## config.mk

```make
export PLATFORM = sky130hd
export DESIGN_NAME = ram_port_arbiter
export DESIGN_NICKNAME = d
export VERILOG_FILES = /design/src/rtl/ram_port_arbiter_pkg.sv /design/src/rtl/ram_req_decode.sv /design/src/rtl/ram_port_arbiter.sv
export SDC_FILE = /design/constraint.sdc
export NUM_CORES = 1
export LEC_CHECK = 0
export ABC_AREA = 0
export CORE_AREA = 2 2 145 147
export CTS_CLUSTER_SIZE = 28
export DETAILED_ROUTE_END_ITERATION = 16
export DIE_AREA = 0 0 147 149
export GPL_TIMING_DRIVEN = 0
export SLEW_MARGIN = 20
export SYNTH_ARGS = -nofsm -noshare
export SYNTH_HDL_FRONTEND = slang
export SYNTH_SLANG_ARGS = --single-unit
```

## constraint.sdc

```tcl
create_clock -name clk -period 3.2 [get_ports clk]
set_clock_uncertainty 0.05 [all_clocks]
set_input_delay 0.64 -clock clk [delete_from_list [all_inputs] [get_ports clk]]
set_output_delay 0.64 -clock clk [all_outputs]
set_load 0.02 [all_outputs]
```

## src/rtl/ram_port_arbiter_pkg.sv

```systemverilog
// Shared encodings for the RAM port arbiter: access sizes, requester ids and byte-lane masks.
package ram_port_arbiter_pkg;

    localparam logic [1:0] SIZE_BYTE    = 2'd0;
    localparam logic [1:0] SIZE_HALF    = 2'd1;
    localparam logic [1:0] SIZE_WORD    = 2'd2;
    localparam logic [1:0] SIZE_ILLEGAL = 2'd3;

    typedef enum logic [1:0] {
        ReqIf  = 2'd0,
        ReqLsu = 2'd1,
        ReqDbg = 2'd2
    } req_id_e;

    localparam logic [3:0] BWE_NONE    = 4'b0000;
    localparam logic [3:0] BWE_BYTE0   = 4'b0001;
    localparam logic [3:0] BWE_HALF_LO = 4'b0011;
    localparam logic [3:0] BWE_HALF_HI = 4'b1100;
    localparam logic [3:0] BWE_WORD    = 4'b1111;

endpackage

```

## src/rtl/ram_req_decode.sv

```systemverilog
// Byte address + size -> word address, byte-lane enables and fault flag (range/alignment/size).
module ram_req_decode
    import ram_port_arbiter_pkg::*;
#(
    parameter int unsigned XLEN = 32,
    parameter int unsigned AW   = 9
) (
    input  logic [XLEN-1:0] addr_i,
    input  logic [1:0]      size_i,
    output logic [AW-1:0]   waddr_o,
    output logic [3:0]      byte_we_o,
    output logic            fault_o
);

    logic out_of_range;
    logic misaligned;

    assign waddr_o      = addr_i[AW+1:2];
    assign out_of_range = |addr_i[XLEN-1:AW+2];

    always_comb begin
        misaligned = 1'b0;
        byte_we_o  = BWE_NONE;
        unique case (size_i)
            SIZE_BYTE: begin
                byte_we_o = BWE_BYTE0 << addr_i[1:0];
            end
            SIZE_HALF: begin
                misaligned = addr_i[0];
                byte_we_o  = addr_i[1] ? BWE_HALF_HI : BWE_HALF_LO;
            end
            SIZE_WORD: begin
                misaligned = |addr_i[1:0];
                byte_we_o  = BWE_WORD;
            end
            default: begin
                // Illegal size is reported through the same fault path.
                misaligned = 1'b1;
            end
        endcase
    end

    assign fault_o = out_of_range | misaligned;

endmodule

```

## src/rtl/ram_port_arbiter.sv

```systemverilog
// Arbitrates IF, LSU and DBG onto a 1W/2R synchronous RAM, stalling reads that hit a same-cycle write.
module ram_port_arbiter
    import ram_port_arbiter_pkg::*;
#(
    parameter int unsigned DEPTH = 512,
    parameter int unsigned XLEN  = 32,
    parameter int unsigned AW    = $clog2(DEPTH)
) (
    input  logic            clk,
    input  logic            rst,

    input  logic            if_req_i,
    input  logic [XLEN-1:0] if_addr_i,
    output logic            if_gnt_o,
    output logic            if_rvalid_o,
    output logic [XLEN-1:0] if_rdata_o,
    output logic            if_err_o,

    input  logic            lsu_req_i,
    input  logic            lsu_we_i,
    input  logic [1:0]      lsu_size_i,
    input  logic [XLEN-1:0] lsu_addr_i,
    input  logic [XLEN-1:0] lsu_wdata_i,
    output logic            lsu_gnt_o,
    output logic            lsu_rvalid_o,
    output logic [XLEN-1:0] lsu_rdata_o,
    output logic            lsu_err_o,

    input  logic            dbg_req_i,
    input  logic [XLEN-1:0] dbg_addr_i,
    input  logic [XLEN-1:0] dbg_wdata_i,
    output logic            dbg_gnt_o,

    output logic            ram_cs_o,
    output logic            ram_we_o,
    output logic [3:0]      ram_byte_we_o,
    output logic [AW-1:0]   ram_waddr_o,
    output logic [XLEN-1:0] ram_wdata_o,
    output logic            ram_re1_o,
    output logic [AW-1:0]   ram_raddr1_o,
    input  logic [XLEN-1:0] ram_rdata1_i,
    output logic            ram_re2_o,
    output logic [AW-1:0]   ram_raddr2_o,
    input  logic [XLEN-1:0] ram_rdata2_i
);

    logic [AW-1:0] if_waddr, lsu_waddr, dbg_waddr;
    logic [3:0]    lsu_bwe, unused_if_bwe, unused_dbg_bwe;
    logic          if_fault, lsu_fault, dbg_fault;

    ram_req_decode #(.XLEN(XLEN), .AW(AW)) u_dec_if (
        .addr_i    (if_addr_i),
        .size_i    (SIZE_WORD),
        .waddr_o   (if_waddr),
        .byte_we_o (unused_if_bwe),
        .fault_o   (if_fault)
    );

    ram_req_decode #(.XLEN(XLEN), .AW(AW)) u_dec_lsu (
        .addr_i    (lsu_addr_i),
        .size_i    (lsu_size_i),
        .waddr_o   (lsu_waddr),
        .byte_we_o (lsu_bwe),
        .fault_o   (lsu_fault)
    );

    ram_req_decode #(.XLEN(XLEN), .AW(AW)) u_dec_dbg (
        .addr_i    (dbg_addr_i),
        .size_i    (SIZE_WORD),
        .waddr_o   (dbg_waddr),
        .byte_we_o (unused_dbg_bwe),
        .fault_o   (dbg_fault)
    );

    req_id_e last_wr_grant_q, last_wr_grant_d;
    logic    if_rvalid_q, if_err_q;
    logic    lsu_rvalid_q, lsu_err_q, lsu_load_q;

    logic if_rd_want, lsu_rd_want, lsu_wr_want, dbg_wr_want;
    logic if_rd_gnt, lsu_rd_gnt, lsu_wr_gnt, dbg_wr_gnt;

    always_comb begin
        if_rd_want  = if_req_i & ~if_fault;
        lsu_rd_want = lsu_req_i & ~lsu_we_i & ~lsu_fault;
        lsu_wr_want = lsu_req_i & lsu_we_i & ~lsu_fault;
        dbg_wr_want = dbg_req_i & ~dbg_fault;

        dbg_wr_gnt = 1'b0;
        lsu_wr_gnt = 1'b0;
        if (!rst) begin
            if (dbg_wr_want && lsu_wr_want) begin
                // Round-robin: whoever did not win the last write goes first.
                if (last_wr_grant_q == ReqLsu) begin
                    dbg_wr_gnt = 1'b1;
                end else begin
                    lsu_wr_gnt = 1'b1;
                end
            end else begin
                dbg_wr_gnt = dbg_wr_want;
                lsu_wr_gnt = lsu_wr_want;
            end
        end

        ram_we_o      = dbg_wr_gnt | lsu_wr_gnt;
        ram_waddr_o   = dbg_wr_gnt ? dbg_waddr : lsu_waddr;
        ram_wdata_o   = dbg_wr_gnt ? dbg_wdata_i : lsu_wdata_i;
        ram_byte_we_o = dbg_wr_gnt ? BWE_WORD : (lsu_wr_gnt ? lsu_bwe : BWE_NONE);

        // A read to the word being written this cycle waits one cycle to see the new data.
        if_rd_gnt  = ~rst & if_rd_want & ~(ram_we_o && (if_waddr == ram_waddr_o));
        lsu_rd_gnt = ~rst & lsu_rd_want & ~(ram_we_o && (lsu_waddr == ram_waddr_o));

        if_gnt_o  = if_rd_gnt | (~rst & if_req_i & if_fault);
        lsu_gnt_o = lsu_rd_gnt | lsu_wr_gnt | (~rst & lsu_req_i & lsu_fault);
        dbg_gnt_o = dbg_wr_gnt | (~rst & dbg_req_i & dbg_fault);

        ram_re1_o    = if_rd_gnt;
        ram_raddr1_o = if_waddr;
        ram_re2_o    = lsu_rd_gnt;
        ram_raddr2_o = lsu_waddr;
        ram_cs_o     = ram_we_o | ram_re1_o | ram_re2_o;

        last_wr_grant_d = last_wr_grant_q;
        if (dbg_wr_gnt) begin
            last_wr_grant_d = ReqDbg;
        end else if (lsu_wr_gnt) begin
            last_wr_grant_d = ReqLsu;
        end
    end

    always_ff @(posedge clk) begin
        if (rst) begin
            last_wr_grant_q <= ReqLsu;
            if_rvalid_q     <= 1'b0;
            if_err_q        <= 1'b0;
            lsu_rvalid_q    <= 1'b0;
            lsu_err_q       <= 1'b0;
            lsu_load_q      <= 1'b0;
        end else begin
            last_wr_grant_q <= last_wr_grant_d;
            if_rvalid_q     <= if_gnt_o;
            if_err_q        <= if_gnt_o & if_fault;
            lsu_rvalid_q    <= lsu_gnt_o;
            lsu_err_q       <= lsu_gnt_o & lsu_fault;
            lsu_load_q      <= lsu_rd_gnt;
        end
    end

    // Responses in flight are suppressed while reset is held.
    always_comb begin
        if_rvalid_o  = if_rvalid_q & ~rst;
        if_err_o     = if_err_q & ~rst;
        if_rdata_o   = (if_rvalid_o && !if_err_q) ? ram_rdata1_i : '0;
        lsu_rvalid_o = lsu_rvalid_q & ~rst;
        lsu_err_o    = lsu_err_q & ~rst;
        lsu_rdata_o  = (lsu_rvalid_o && lsu_load_q) ? ram_rdata2_i : '0;
    end

endmodule

```

==> results.cfg, run 1 <==
[sta]
fin_ws_ps = -372
setup_viol = 49
timing.fmax_ghz = 0.280
min_period_over_period_pct = 112
maxSlewViolCount = 0
hold_viol = 0
min_period_ps = 3570
worst_pin_slew_ps = 637
tns_ps = -11510
max_slew_margin_pct = 56.4
rsz0062_at_grt = true

[run_status]
violations = negative setup slack
status = complete, but fails checks

[clock_tree]
cts_hold_buf = 0
clk_path_buf_depth = 2
clk_latency_ps = 230
htreeDepth = 1
cts_sinks = 7
numCtsBuffers = 3
cts_tree = done
cts-root-buf = clkbuf_16
path_clk_slew_ps = 40

[global_routing]
track_usage_pct = 13.1
met1_usage_pct = 13.6
gr-max-usage-layer = met2
grt-ovfl-total = 0
use_met3_pct = 3.61
grt_first_pass_wirelength_um = 21900
grt_use_met2_pct = 26.4
grt_max_degree = 11
grt_pass1_vias = 3810
antenna_found_initial = 1

[floorplan]
dieArea_um2 = 21900
core_region_area_um2 = 20600
io_pins = 370
fp.dieW_um = 147
placementRows = 53
start_util_pct = 10.0
die_h_um = 149

[place]
place_hpwl_um = 13300
numPortBuffers = 369
place_congestion = 0.758
dpl_cell_area_um2 = 6110

[cells_and_area]
area_delta_synth_final_pct = 241
stdcell_area_um2 = 7030
drive_gt1_share_pct = 33.5
diodes = 0
fillers = 2130
nets = 914
finish.utilization_pct = 34.2

[detailed_routing]
route.detailed.drc = 0
routed_wl_um = 15600
vias = 3629
wl_per_cell_um = 16.4
avgViaCountPerCell = 3.80
ant_nets = 0
drt-initial-drc-count = 50
drt-pass1-iter-count = 4

[yosys]
synth_ff_type = dfxtp_1
async_reset_ff_share_pct = 0
netlist.area_leader.share_pct = 20.8
yosysSeqAreaShare_pct = 6.80
synth-seq-cells = 7
synthDistinctLibCells = 46
syn_inst = 266
yosysTopAreaCell = mux2_2
synth_fp_nets = 498
avgSynthCellArea_um2 = 7.75
ys.warnings.count = 0
synth.top_cells.by_area = mux2_2 (21%), and3_1 (10%), and2_1 (9.7%)
syn_area_um2 = 2060
synth_edf_count = 0

[min_path]
hp-class = reg -> reg

[worst_setup_path]
crit_required_ps = 2510
arrival_ps = 2880
crit_path_end_kind = output pin
start_kind = input port
path_max_fanout = 5
crit_type = in -> out

[power]
ir_drop_uv = 140
powerDensity_nw_per_um2 = 134
leakagePower_uw = 0.00309

[flow_run]
drv_cap = 0
[critical path, cell delays in order]
cell	delay [ps]
dlygate4sd2_1	240
nor3_2	150
nand4_1	200
nor4b_4	360
a41o_4	330
buf_12	120
buf_4	140
buf_12	110
buf_16	110
mux2_2	320
buf_2	160
[placed cells by master, fill, tap and decap left out, types with 7 or more instances in the layout]
| cell | n |
|---|---|
| dfxtp_1 | 7 |
| mux2_4 | 31 |
| nor2_1 | 8 |
| nor4_1 | 8 |
| clkdlybuf4s50_1 | 259 |
| dlygate4sd2_1 | 32 |
| buf_6 | 66 |
| buf_12 | 7 |
| mux2_2 | 7 |
| buf_2 | 16 |
| xnor2_1 | 8 |
| and3_1 | 33 |
| buf_4 | 39 |
| and2_1 | 32 |
| xor2_1 | 13 |
| clkbuf_2 | 10 |
[flip-flops by register name (all words and copies together) (netlist names)]
name and flops:
lsu_load_q 1, last_wr_grant_q 2, if_rvalid_q 1, lsu_rvalid_q 1
lsu_err_q 1, if_err_q 1
[routing by layer]
layer  up-vias  wire length, um
met4         0              192
met2       229             8550
met3        14             1390
met5         -                0
li1       1781                -
met1      1605             5500
[cell families after synthesis]
group | Yosys count | share of synthesized area (%)
AO/OA/AOI/OAI | 26 | 9.59
AND/OR/NAND/NOR | 130 | 40.6
XOR/XNOR | 21 | 8.93
flip-flops | 7 | 6.80
buffers and inverters | 41 | 11.9
multiplexers | 41 | 22.2
[cells in the mapped netlist (2+ instances only)]
cell	instances
nand4_1	3
nand2_1	5
a31oi_1	2
or4_4	3
xor2_1	13
and2_1	32
buf_4	22
a21boi_0	2
inv_1	7
nor3_1	6
mux2_2	38
nand2b_1	3
and3_1	33
or3_1	3
o21ai_0	4
nor3b_1	3
clkbuf_1	10
a21oi_1	6
dfxtp_1	7
xnor2_1	8
nor2_1	9
nor4_1	13
nand3_1	3
nor4_4	2
mux2i_1	3
nor2b_1	6
[through the flow]
stage / setup WS [ps] / total power (uW) / cells / hold slack, ps
floorplan: 29.5 / 268 / 266 / 392
global placement: -1570 / 699 / 910 / 410
detailed placement: -1570 / 701 / 910 / 414
CTS: -538 / 928 / 946 / 422
global route: -475 / 992 / 956 / 432
finish: -372 / 939 / 956 / 421
[path summary, 6_finish.rpt]
path | slack [ps] | to | from | cells past startpoint
worst max-delay path | -370 | ram_wdata_o[10] | lsu_addr_i[29] | 11
worst min-delay path | 420 | last_wr_grant_q[1]$_SDFFE_PP0P_ | last_wr_grant_q[1]$_SDFFE_PP0P_ | 2
worst max register to register | 1300 | if_rvalid_q$_SDFF_PP0_ | last_wr_grant_q[1]$_SDFFE_PP0P_ | 7
worst min register to register | 420 | last_wr_grant_q[1]$_SDFFE_PP0P_ | last_wr_grant_q[1]$_SDFFE_PP0P_ | 2
[power breakdown]
part / total [uW] / internal (uW) / switching (uW)
registers: 91.5 / 90.4 / 1.08
clock network: 215 / 166 / 48.9
logic: 633 / 399 / 234
[area by class of cell]
class | count | area (um^2) | area share (%)
Timing Repair Buffer | 414 | 4130 | 58.7
Multi-Input combinational cell | 218 | 2090 | 29.7
Tap cell | 275 | 344 | 4.89
Buffer | 30 | 219 | 3.11
Sequential cell | 7 | 140 | 1.99
Clock buffer | 4 | 78.8 | 1.12
Inverter | 8 | 35.0 | 0.498
[timing repair]
item / CTS / global route
pin swaps: 22 / 23
cloned: 4 / 0
buffers inserted: 28 / 20
resized for setup: 466 / 82
endpoints found under the setup margin: 118 / 89
(Power assumes the default switching activity.)
==> run 2: changes to the inputs <==
--- a/config.mk
+++ b/config.mk
@@ -11,6 +11,7 @@
 export DETAILED_ROUTE_END_ITERATION = 16
 export DIE_AREA = 0 0 147 149
 export GPL_TIMING_DRIVEN = 0
+export SKIP_CTS_REPAIR_TIMING = 1
 export SLEW_MARGIN = 20
 export SYNTH_ARGS = -nofsm -noshare
 export SYNTH_HDL_FRONTEND = slang
==> run 2 against run 1 <==
Against the previous run: die area stayed put; power grew 1.7%; sequential share of layout area is essentially flat; count of clock-buffer cells in the layout stayed put; the run still ends with negative setup slack left; hold slack improved by 0.79 ps; cell count decreased by 2.5%; register-to-register slack got worse by 50 ps.
==> results.cfg, run 2 (synthesis gave the netlist of run 1 again) <==
[floorplan]
core_region_area_um2 = 20600
placementRows = 53
io_pins = 370
die_h_um = 149
dieArea_um2 = 21900
fp.dieW_um = 147
start_util_pct = 10.0

[sta]
hold_viol = 0
fin_ws_ps = -379
setup_viol = 50
maxSlewViolCount = 0
timing.fmax_ghz = 0.279
rsz0062_at_grt = true
min_period_over_period_pct = 112
min_period_ps = 3580
max_slew_margin_pct = 56.3
worst_pin_slew_ps = 640

[cells_and_area]
stdcell_area_um2 = 7000
area_delta_synth_final_pct = 240
drive_gt1_share_pct = 29.5
nets = 890
fillers = 2131
largest_register_ffs = 2
final_cell_mix = clkdlybuf4s50_1 (263), buf_6 (51), dlymetal6s2s_1 (46), mux2_4 (38), and3_1 (33)
mostFrequentLayoutCell = clkdlybuf4s50_1
regMostFlops = last_wr_grant_q
diodes = 0

[worst_setup_path]
cpLargestDelayFamily = simple AND/OR/NAND/NOR gates
crit_required_ps = 2510
path_cells = clkbuf_2 > or4_4 > nor4b_4 > a41o_4 > buf_12 > mux2i_4 > a2bb2oi_4 > a31oi_4 > buf_6
worst-path-buf-inv = 3
critPathMaxStageDelay_ps = 560
start_kind = input port
crit_type = in -> out
crit_path_end_kind = output pin
slowest_stage = or4_4
arrival_ps = 2890
path_max_fanout = 4

[place]
place_hpwl_um = 13300
numPortBuffers = 369
place_congestion = 0.758
post-place-ws_ps = -1570
dpl_cell_area_um2 = 6110

[detailed_routing]
drt-pass1-iter-count = 4
routed_wl_um = 15700
ant_nets = 0
drt-initial-drc-count = 37
wl_per_cell_um = 16.8
route.detailed.drc = 0
vias = 3566
avgViaCountPerCell = 3.83

[min_path]
hp-class = reg -> reg

[run_status]
status = complete, but fails checks
violations = negative setup slack

[power]
leakagePower_uw = 0.00334
powerDensity_nw_per_um2 = 136
ir_drop_uv = 142

[clock_tree]
cts-root-buf = clkbuf_16
clk_path_buf_depth = 2
clk_latency_ps = 230
cts_sinks = 7
htreeDepth = 1
cts_tree = done
path_clk_slew_ps = 40
numCtsBuffers = 3

[global_routing]
grt_first_pass_wirelength_um = 20300
antenna_found_initial = 1
grt-ovfl-total = 0
grt_max_degree = 11
track_usage_pct = 12.2
grt_pass1_vias = 3569

[flow_run]
drv_cap = 0
[run 2: worst paths after layout]
path / start / end / slack [ps] / cells after the start
max: lsu_addr_i[14] / if_gnt_o / -380 / 9
min: last_wr_grant_q[1]$_SDFFE_PP0P_ / last_wr_grant_q[1]$_SDFFE_PP0P_ / 420 / 2
max reg2reg: last_wr_grant_q[1]$_SDFFE_PP0P_ / if_rvalid_q$_SDFF_PP0_ / 1250 / 7
min reg2reg: last_wr_grant_q[1]$_SDFFE_PP0P_ / last_wr_grant_q[1]$_SDFFE_PP0P_ / 420 / 2
[run 2: power by group]
part | total [uW] | switching [uW] | leakage (uW) | internal (uW)
clock | 217 | 50.6 | 0.0000382 | 166
sequential | 91.5 | 1.08 | 0.0000575 | 90.4
combinational | 647 | 234 | 0.00324 | 413
total | 955 | 286 | 0.00334 | 669
[run 2: routing by layer]
metal	part of all wire (%)	wire, um	GRT usage [%]
met1	35	5540	12.7
met2	55	8550	24.6
met3	8.9	1390	3.49
met4	1.1	177	1.73
met5	0	0	0
[run 2: worst register-to-register path: stages, from the launching register on]
cell and delay (ps):
dfxtp_1 310, nand2b_1 240, a41o_4 330, buf_12 140
mux2i_4 260, a2bb2oi_4 280, buf_4 160, a31oi_1 60
[run 2: through the flow]
step                      util [%]  std cells  power (uW)  hold slack, ps  setup TNS [ps]
after global placement        29.7        910         699             410          -89320
final                         34.0        932         955             422          -10310
after global routing          34.0        932        1000             432          -13720
after detailed placement      29.7        910         701             414          -90500
after floorplan                  -        266         268             392               0
after CTS                     30.1        914         922             423          -90780
[run 2: final cells by class]
type | count | area [um^2] | area share, %
Timing Repair Buffer | 387 | 4050 | 57.8
Multi-Input combinational cell | 218 | 2070 | 29.6
Tap cell | 275 | 344 | 4.92
Buffer | 33 | 284 | 4.06
Sequential cell | 7 | 140 | 2.00
Clock buffer | 4 | 78.8 | 1.13
Inverter | 8 | 35.0 | 0.501
==> run 3: changes to the inputs <==
--- a/config.mk
+++ b/config.mk
@@ -7,12 +7,12 @@
 export LEC_CHECK = 0
 export ABC_AREA = 0
 export CORE_AREA = 2 2 145 147
-export CTS_CLUSTER_SIZE = 28
+export CTS_CLUSTER_SIZE = 10
 export DETAILED_ROUTE_END_ITERATION = 16
 export DIE_AREA = 0 0 147 149
 export GPL_TIMING_DRIVEN = 0
 export SKIP_CTS_REPAIR_TIMING = 1
-export SLEW_MARGIN = 20
+export SLEW_MARGIN = 15
 export SYNTH_ARGS = -nofsm -noshare
 export SYNTH_HDL_FRONTEND = slang
 export SYNTH_SLANG_ARGS = --single-unit
==> results of run 3 <==
The final DEF is identical to that of run 2; final timing and power are the same.
